===== config.mk =====
export PLATFORM = sky130hd
export DESIGN_NAME = mem_arbiter
export DESIGN_NICKNAME = d
export VERILOG_FILES = /design/src/rtl/mem_arbiter.sv
export SDC_FILE = /design/constraint.sdc
export NUM_CORES = 1
export LEC_CHECK = 0
export CAP_MARGIN = 15
export CORE_UTILIZATION = 30
export CTS_BUF_LIST = sky130_fd_sc_hd__clkbuf_8
export DETAILED_ROUTE_END_ITERATION = 8
export HOLD_SLACK_MARGIN = 0.1
export PLACE_DENSITY = 0.63
export SYNTH_ARGS = -nofsm -noshare
export SYNTH_HDL_FRONTEND = slang
export SYNTH_SLANG_ARGS = --single-unit

===== constraint.sdc =====
create_clock -name clk -period 1.8 [get_ports clk]
set_input_delay 0.18 -clock clk [delete_from_list [all_inputs] [get_ports clk]]
set_output_delay 0.18 -clock clk [all_outputs]
set_load 0.05 [all_outputs]

===== src/rtl/mem_arbiter.sv =====
// Arbiter sharing one single-port memory between instruction fetch (read-only)
// and the data stage (read/write). Data wins contention and a streak counter forces a fetch grant.
module mem_arbiter #(
  parameter int ADDR_W     = 20,
  parameter int DATA_W     = 16,
  parameter int STARVE_LIM = 4
) (
  input  logic              clk,
  input  logic              rst,
  input  logic              i_req,
  input  logic [ADDR_W-1:0] i_addr,
  output logic              i_ack,
  output logic [DATA_W-1:0] i_rdata,
  input  logic              d_req,
  input  logic              d_we,
  input  logic [ADDR_W-1:0] d_addr,
  input  logic [DATA_W-1:0] d_wdata,
  output logic              d_ack,
  output logic [DATA_W-1:0] d_rdata,
  output logic              mem_req,
  output logic              mem_we,
  output logic [ADDR_W-1:0] mem_addr,
  output logic [DATA_W-1:0] mem_wdata,
  input  logic              mem_rdy,
  input  logic [DATA_W-1:0] mem_rdata
);

  localparam int STREAK_W = $clog2(STARVE_LIM + 1);
  localparam logic [STREAK_W-1:0] STREAK_MAX = STREAK_W'(STARVE_LIM);

  typedef enum logic [1:0] {
    IDLE   = 2'd0,
    ACCESS = 2'd1,
    RESP   = 2'd2
  } state_t;

  state_t              state_reg,     state_next;
  logic                grant_d_reg,   grant_d_next;
  logic [STREAK_W-1:0] streak_reg,    streak_next;
  logic                mem_req_reg,   mem_req_next;
  logic                mem_we_reg,    mem_we_next;
  logic [ADDR_W-1:0]   mem_addr_reg,  mem_addr_next;
  logic [DATA_W-1:0]   mem_wdata_reg, mem_wdata_next;
  logic                i_ack_reg,     i_ack_next;
  logic                d_ack_reg,     d_ack_next;
  logic [DATA_W-1:0]   i_rdata_reg,   i_rdata_next;
  logic [DATA_W-1:0]   d_rdata_reg,   d_rdata_next;
  logic                pick_d;

  // Data wins unless the fetch side has been passed over STARVE_LIM times in a row.
  assign pick_d = d_req && !(i_req && (streak_reg == STREAK_MAX));

  always_comb begin
    state_next     = state_reg;
    grant_d_next   = grant_d_reg;
    streak_next    = streak_reg;
    mem_req_next   = mem_req_reg;
    mem_we_next    = mem_we_reg;
    mem_addr_next  = mem_addr_reg;
    mem_wdata_next = mem_wdata_reg;
    i_ack_next     = 1'b0;
    d_ack_next     = 1'b0;
    i_rdata_next   = i_rdata_reg;
    d_rdata_next   = d_rdata_reg;

    case (state_reg)
      IDLE: begin
        if (i_req || d_req) begin
          grant_d_next = pick_d;
          mem_req_next = 1'b1;
          state_next   = ACCESS;
          if (pick_d) begin
            mem_we_next    = d_we;
            mem_addr_next  = d_addr;
            mem_wdata_next = d_wdata;
            if (!i_req)
              streak_next = '0;
            else if (streak_reg != STREAK_MAX)
              streak_next = streak_reg + STREAK_W'(1);
          end else begin
            mem_we_next    = 1'b0;
            mem_addr_next  = i_addr;
            mem_wdata_next = '0;
            streak_next    = '0;
          end
        end
      end

      ACCESS: begin
        if (mem_rdy) begin
          mem_req_next = 1'b0;
          state_next   = RESP;
          if (grant_d_reg) begin
            d_ack_next = 1'b1;
            if (!mem_we_reg)
              d_rdata_next = mem_rdata;
          end else begin
            i_ack_next   = 1'b1;
            i_rdata_next = mem_rdata;
          end
        end
      end

      RESP: begin
        state_next = IDLE;
      end

      default: begin
        state_next = IDLE;
      end
    endcase
  end

  always_ff @(posedge clk) begin
    if (rst) begin
      state_reg     <= IDLE;
      grant_d_reg   <= 1'b0;
      streak_reg    <= '0;
      mem_req_reg   <= 1'b0;
      mem_we_reg    <= 1'b0;
      mem_addr_reg  <= '0;
      mem_wdata_reg <= '0;
      i_ack_reg     <= 1'b0;
      d_ack_reg     <= 1'b0;
      i_rdata_reg   <= '0;
      d_rdata_reg   <= '0;
    end else begin
      state_reg     <= state_next;
      grant_d_reg   <= grant_d_next;
      streak_reg    <= streak_next;
      mem_req_reg   <= mem_req_next;
      mem_we_reg    <= mem_we_next;
      mem_addr_reg  <= mem_addr_next;
      mem_wdata_reg <= mem_wdata_next;
      i_ack_reg     <= i_ack_next;
      d_ack_reg     <= d_ack_next;
      i_rdata_reg   <= i_rdata_next;
      d_rdata_reg   <= d_rdata_next;
    end
  end

  assign mem_req   = mem_req_reg;
  assign mem_we    = mem_we_reg;
  assign mem_addr  = mem_addr_reg;
  assign mem_wdata = mem_wdata_reg;
  assign i_ack     = i_ack_reg;
  assign d_ack     = d_ack_reg;
  assign i_rdata   = i_rdata_reg;
  assign d_rdata   = d_rdata_reg;

endmodule


* Word level (Yosys, flattened, before mapping)
Cells that the tools add are included.
** Operators by class
- Shift-type cells :: 0
- $lt $le $gt $ge :: 0
- Equality and inequality tests :: 6
- Multipliers :: 0
- Div/mod/pow operators :: 0
- Add/subtract/negate cells :: 1
- Reductions and logical operators :: 13
- Multiplexer cells :: 14
- Bitwise logic cells :: 4
** Operators by type and width (count)
- 20-bit 2-to-1 mux :: 1
- 16-bit 2-to-1 mux :: 1
- 3-bit 2-to-1 mux :: 3
- 3-bit AND reduction :: 3
- 1-bit 2-to-1 mux :: 5
- 2-bit 2-to-1 mux :: 2
- 2-bit inequality test, second input constant :: 2
- 1-bit NOT :: 4
- 2-bit one-hot mux with 2 select lines :: 1
- 2-bit AND reduction :: 2
- 4-bit AND reduction :: 1
- 3-bit by 1-bit adder with 3-bit output, second input constant :: 1
- 3-bit == test, second input constant :: 1
- 3-bit by 2-bit inequality test with 1-bit output, second input constant :: 1
- 3-bit inequality test, second input constant :: 1
- 3-bit OR reduction :: 1
- 2-bit by 1-bit == test with 1-bit output, second input constant :: 1
- 1-bit logical AND :: 2
- 2-bit zero test :: 1
- 1-bit one-hot mux with 2 select lines :: 1
- 2-bit nonzero test :: 1
- 1-bit zero test :: 1
- 1-bit logical OR :: 1
** Word-level totals
- Bits in writable memories :: 0
- Latch bits :: 0
- Bits in registers :: 78
- Memories :: 0
- ROM bits :: 0
- Logic and storage cells :: 49

* Longest topological paths before layout
- Depth after elaboration :: 6
- Mapped depth :: 7
- Mapped depth without buffers :: 5

* Worst setup path before layout
Ideal clock, no wire load.
- Kind :: register -> register
- Start point :: reg mem_we_reg, in the netlist mem_we
- End point :: reg d_rdata_reg[10], in the netlist d_rdata[10]
- Cell stages (with the launch flop) :: 5
- Setup slack :: 0.384 ns
- Arrival :: 1.346 ns
- Data required time :: 1.730 ns
- Clock period less this slack :: 1.416 ns
- Buffers on the path :: 1
- Path through :: dfxtp_1 nand2b_1 clkbuf_1 o21ai_0 a21oi_1
** On the way
- Longest elaborated chain between the ends :: 2
** RTL lines
- start: declaration :: RTL line 41 : logic mem_we_reg, mem_we_next;
- start signal: assignment :: RTL line 132 : mem_we_reg <= mem_we_next;
- 1-bit NOT (no source line)
- 4-bit AND reduction (no source line)
- end signal: assignment :: RTL line 138 : d_rdata_reg <= d_rdata_next;
- end: declaration :: RTL line 47 : logic [DATA_W-1:0] d_rdata_reg, d_rdata_next;
No other way between the ends.
A chain may end at the register's enable or synchronous reset.

* Final worst setup path
- Start point :: reg mem_we_reg, in the netlist mem_we
- End point :: out mem_we
** RTL lines
- end: declaration :: RTL line 21 : output logic mem_we,
No word-level cell between the ends.

==> results.json <==
{
  "cts_post_setup_buffers_inserted": 0,
  "cts.clk_slew.worst_paths_ps": 80,
  "critical_path.top_delay_family": "buffers and inverters",
  "area.growth.synth_to_final_pct": 60.1,
  "floorplan.initialDensity_pct": 31.0,
  "synth-edff-count": 0,
  "clk-insertion-delay-late_ps": 340,
  "synth_compound_area_share_pct": 26.6,
  "antenna_found_initial": 0,
  "ordered_list_of_cells_on_the_worst_path": "clkdlybuf4s50_1",
  "syn-num-nets": 466,
  "min-delay-start": "rst",
  "port-buffer-count": 149,
  "final-seq-area_um2": 1560,
  "synth_top_family_by_area": "compound AO/OA/AOI/OAI gates",
  "layout.cells.non_filler": 665,
  "ys_ff_latch": 78,
  "run_status": "completed",
  "maximum_ir_drop_on_the_vdd_rail_mv": 0.558,
  "vias_in_the_first_global_route": 3337,
  "power.static_leakage_nw": 1.79,
  "worst_r2r_path_depth": 4,
  "synth_cell_type_count": 31,
  "cts_root_buf": "sky130_fd_sc_hd__clkbuf_8",
  "setup-tns-final_ps": 0,
  "htree_levels": 3,
  "cts_inserted_buffers": 9,
  "std_cell_rows": 37,
  "synthMostInstantiatedCell": "sky130_fd_sc_hd__dfxtp_1",
  "drt-total-wl_um": 10300,
  "via_per_inst": 5.22,
  "transition_time_at_the_pin_with_the_least_slew_margin_ps": 538,
  "timing.critical_path.slowest_stage_cell": "sky130_fd_sc_hd__clkdlybuf4s50_1",
  "post_synth_inst_count": 386,
  "fin_worst_hold_slack_ps": 249,
  "seq_area_frac_synth_pct": 48.8,
  "ys_async_sr_fraction_pct": 0,
  "nNetsFinal": 605,
  "synth_top_cell_by_area": "sky130_fd_sc_hd__dfxtp_1",
  "rr_endpoint": "mem_addr[5]",
  "worstReg2RegStart": "state_reg[1]",
  "post_cts_hold_buffer_count": 0,
  "drt_iter0_markers": 160,
  "synthFlopType": "sky130_fd_sc_hd__dfxtp_1",
  "floorplan.core_area_um2": 10300,
  "num_antenna_cells": 0,
  "ys_warn_count": 0,
  "time_the_final_worst_path_needs_with_i_o_delays_and_setup_ps": 1710,
  "critPathCaptureType": "output port",
  "die_h_um": 105,
  "unrepaired_setup_endpoints_after_global_routing": "false",
  "critical_path_source_type": "flip-flop",
  "worstPathRequired_ps": 1620,
  "timing.max_cap.violations": 0,
  "placedCellCount": 650,
  "finalSetupViolations": 0,
  "cts_tree": "built",
  "timing.hold.worst_path_depth": 2,
  "grt.total_usage_pct": 18.4,
  "worstPathBufferInverterCount": 1,
  "post_synth.cell_area_avg_um2": 8.29,
  "dieArea_um2": 11100,
  "cts-resized-gates": 0,
  "post_drt_wl_per_cell_um": 15.5,
  "maximum_number_of_pins_on_one_net_before_global_route_repair": 50,
  "worst_hold_path.endpoint": "mem_wdata[6]",
  "timing.clock.skew_ps": 6.93,
  "clock_path_buffers": 2,
  "fillerInstances": 1012,
  "crit_fanout": 4,
  "yosys.area_share.simple_pct": 17.2,
  "drt.antenna.violating_nets": 0,
  "drt_pre_antenna_iters": 4,
  "drcViolationCount": 0,
  "timing.final.hold_violations": 0,
  "yosys-top-cells-area": "sky130_fd_sc_hd__dfxtp_1 (49%), sky130_fd_sc_hd__a21oi_1 (12%), sky130_fd_sc_hd__nand3_1 (8.6%), sky130_fd_sc_hd__o21ai_0 (8.6%), sky130_fd_sc_hd__a311oi_1 (4.9%)",
  "slew_headroom_pct": 64.0,
  "holdCritPathClass": "primary input to flip-flop",
  "tritoncts_num_sinks": 78,
  "synth-adder-area-share_pct": 0.782,
  "netlist.area_leader.share_pct": 48.8,
  "global_route_wire_length_before_repair_um": 16400,
  "max_stage_delay_ps": 830,
  "layout-drive-gt1-share_pct": 7.56,
  "via_count": 3468,
  "maxSlewViolCount": 0,
  "critPathKind": "flip-flop to output port",
  "timing.critical_path.arrival_ps": 1530,
  "synth.top_cells.by_count": "sky130_fd_sc_hd__dfxtp_1 (78), sky130_fd_sc_hd__a21oi_1 (74), sky130_fd_sc_hd__nand3_1 (55), sky130_fd_sc_hd__o21ai_0 (55), sky130_fd_sc_hd__nand2_1 (35)",
  "largest_reg_flops": 20,
  "synth_mux_area_share_pct": 0,
  "multi_input_area_um2": 1420,
  "timing.reg2reg.setup_slack_ps": 190,
  "routability_driven_placement_congestion_ratio": 0.828,
  "syn_area_um2": 3200,
  "pwr_density_cell_nw_per_um2": 899,
  "dp_hpwl_um": 7260,
  "grt_overflow_total": 0,
  "pin_count": 150,
  "achievable-frequency_mhz": 586,
  "horizontal_extent_of_the_die_um": 105,
  "synth_xor_area_share_pct": 0,
  "post-route-period-util_pct": 94.8
}
==> metal layers <==
metal | global-route usage (%) | part of all wire (%) | vias up
met3 | 3.59 | 5.3 | 13
met2 | 31.2 | 50 | 139
met4 | 6.74 | 1.3 | 0
li1 | - | - | 1666
met1 | 23.1 | 44 | 1650
met5 | 0 | 0 | -
==> power by group <==
part | switching (mW) | internal, mW
logic | 0.684 | 0.463
clock network | 0.617 | 0.945
registers | 0.0609 | 1.83
==> cell usage in the layout, fill, tap and decap left out <==
cell	netlist	layout
sky130_fd_sc_hd__clkdlybuf4s50_1	0	148
sky130_fd_sc_hd__dfxtp_1	78	78
sky130_fd_sc_hd__a21oi_1	74	74
sky130_fd_sc_hd__nand3_1	55	55
sky130_fd_sc_hd__o21ai_0	55	55
sky130_fd_sc_hd__nand2_1	35	35
sky130_fd_sc_hd__a311oi_1	18	18
sky130_fd_sc_hd__buf_4	4	14
sky130_fd_sc_hd__clkbuf_8	0	10
sky130_fd_sc_hd__buf_12	0	6
sky130_fd_sc_hd__inv_1	4	5
sky130_fd_sc_hd__nor2_1	5	5
sky130_fd_sc_hd__bufinv_16	0	3
sky130_fd_sc_hd__and3_1	2	2
sky130_fd_sc_hd__a311oi_2	2	2
sky130_fd_sc_hd__ha_1	2	2
sky130_fd_sc_hd__and4bb_1	1	1
sky130_fd_sc_hd__nand4bb_1	1	1
sky130_fd_sc_hd__or2_2	1	1
sky130_fd_sc_hd__or3b_2	1	1
sky130_fd_sc_hd__and3b_1	1	1
sky130_fd_sc_hd__nor2b_1	1	1
sky130_fd_sc_hd__nand3b_1	1	1
sky130_fd_sc_hd__nand2b_1	1	1
sky130_fd_sc_hd__or2_1	1	1
sky130_fd_sc_hd__nor3b_2	1	1
sky130_fd_sc_hd__nand4_1	1	1
sky130_fd_sc_hd__nor4bb_1	1	1
sky130_fd_sc_hd__o31ai_1	1	1
sky130_fd_sc_hd__nand4b_1	1	1
sky130_fd_sc_hd__o32ai_1	1	1
sky130_fd_sc_hd__clkinv_2	0	1
sky130_fd_sc_hd__buf_2	20	1
==> metrics by stage <==
| stage | setup WS [ps] | instance area (um2) | total power, mW | util, % |
|---|---|---|---|---|
| finish | 94.3 | 5120 | 4.60 | 49.6 |
| CTS | 58.8 | 5120 | 4.65 | 49.6 |
| global route | 21.6 | 5120 | 4.79 | 49.6 |
| floorplan | 384 | 3200 | 2.58 | - |
| global placement | 153 | 4880 | 3.06 | 47.3 |
| detailed placement | 28.9 | 4880 | 3.08 | 47.3 |
==> layout make-up <==
| cell class | count | area share (%) |
|---|---|---|
| multi-input cells | 263 | 27.8 |
| inverters | 4 | 0.293 |
| well taps | 136 | 3.32 |
| repair buffers | 169 | 33.4 |
| flip-flops and latches | 78 | 30.5 |
| clock buffers | 10 | 2.69 |
| clock inverters | 5 | 1.93 |
==> how the worst max path moves through the flow <==
stage	start	endpoint	slack, ps	cells past startpoint
after global placement	i_req	mem_addr[6]	150	4
after detailed placement	i_req	mem_addr[5]	30	4
after CTS	mem_we	mem_we	60	1
final	mem_we	mem_we	90	1
after global routing	state_reg[1]	mem_addr[8]	20	4
after floorplan	mem_we	d_rdata[10]	380	4
==> cells by family (layout without fill, tap and decap cells) <==
| family | Yosys count | in the layout |
|---|---|---|
| AOI/OAI and AO/OA | 151 | 151 |
| and+or+nand+nor | 110 | 110 |
| DFF | 78 | 78 |
| buffers and inverters | 45 | 188 |
| adders and majority gates | 2 | 2 |
Note: power is estimated with default switching activity, not from simulation.
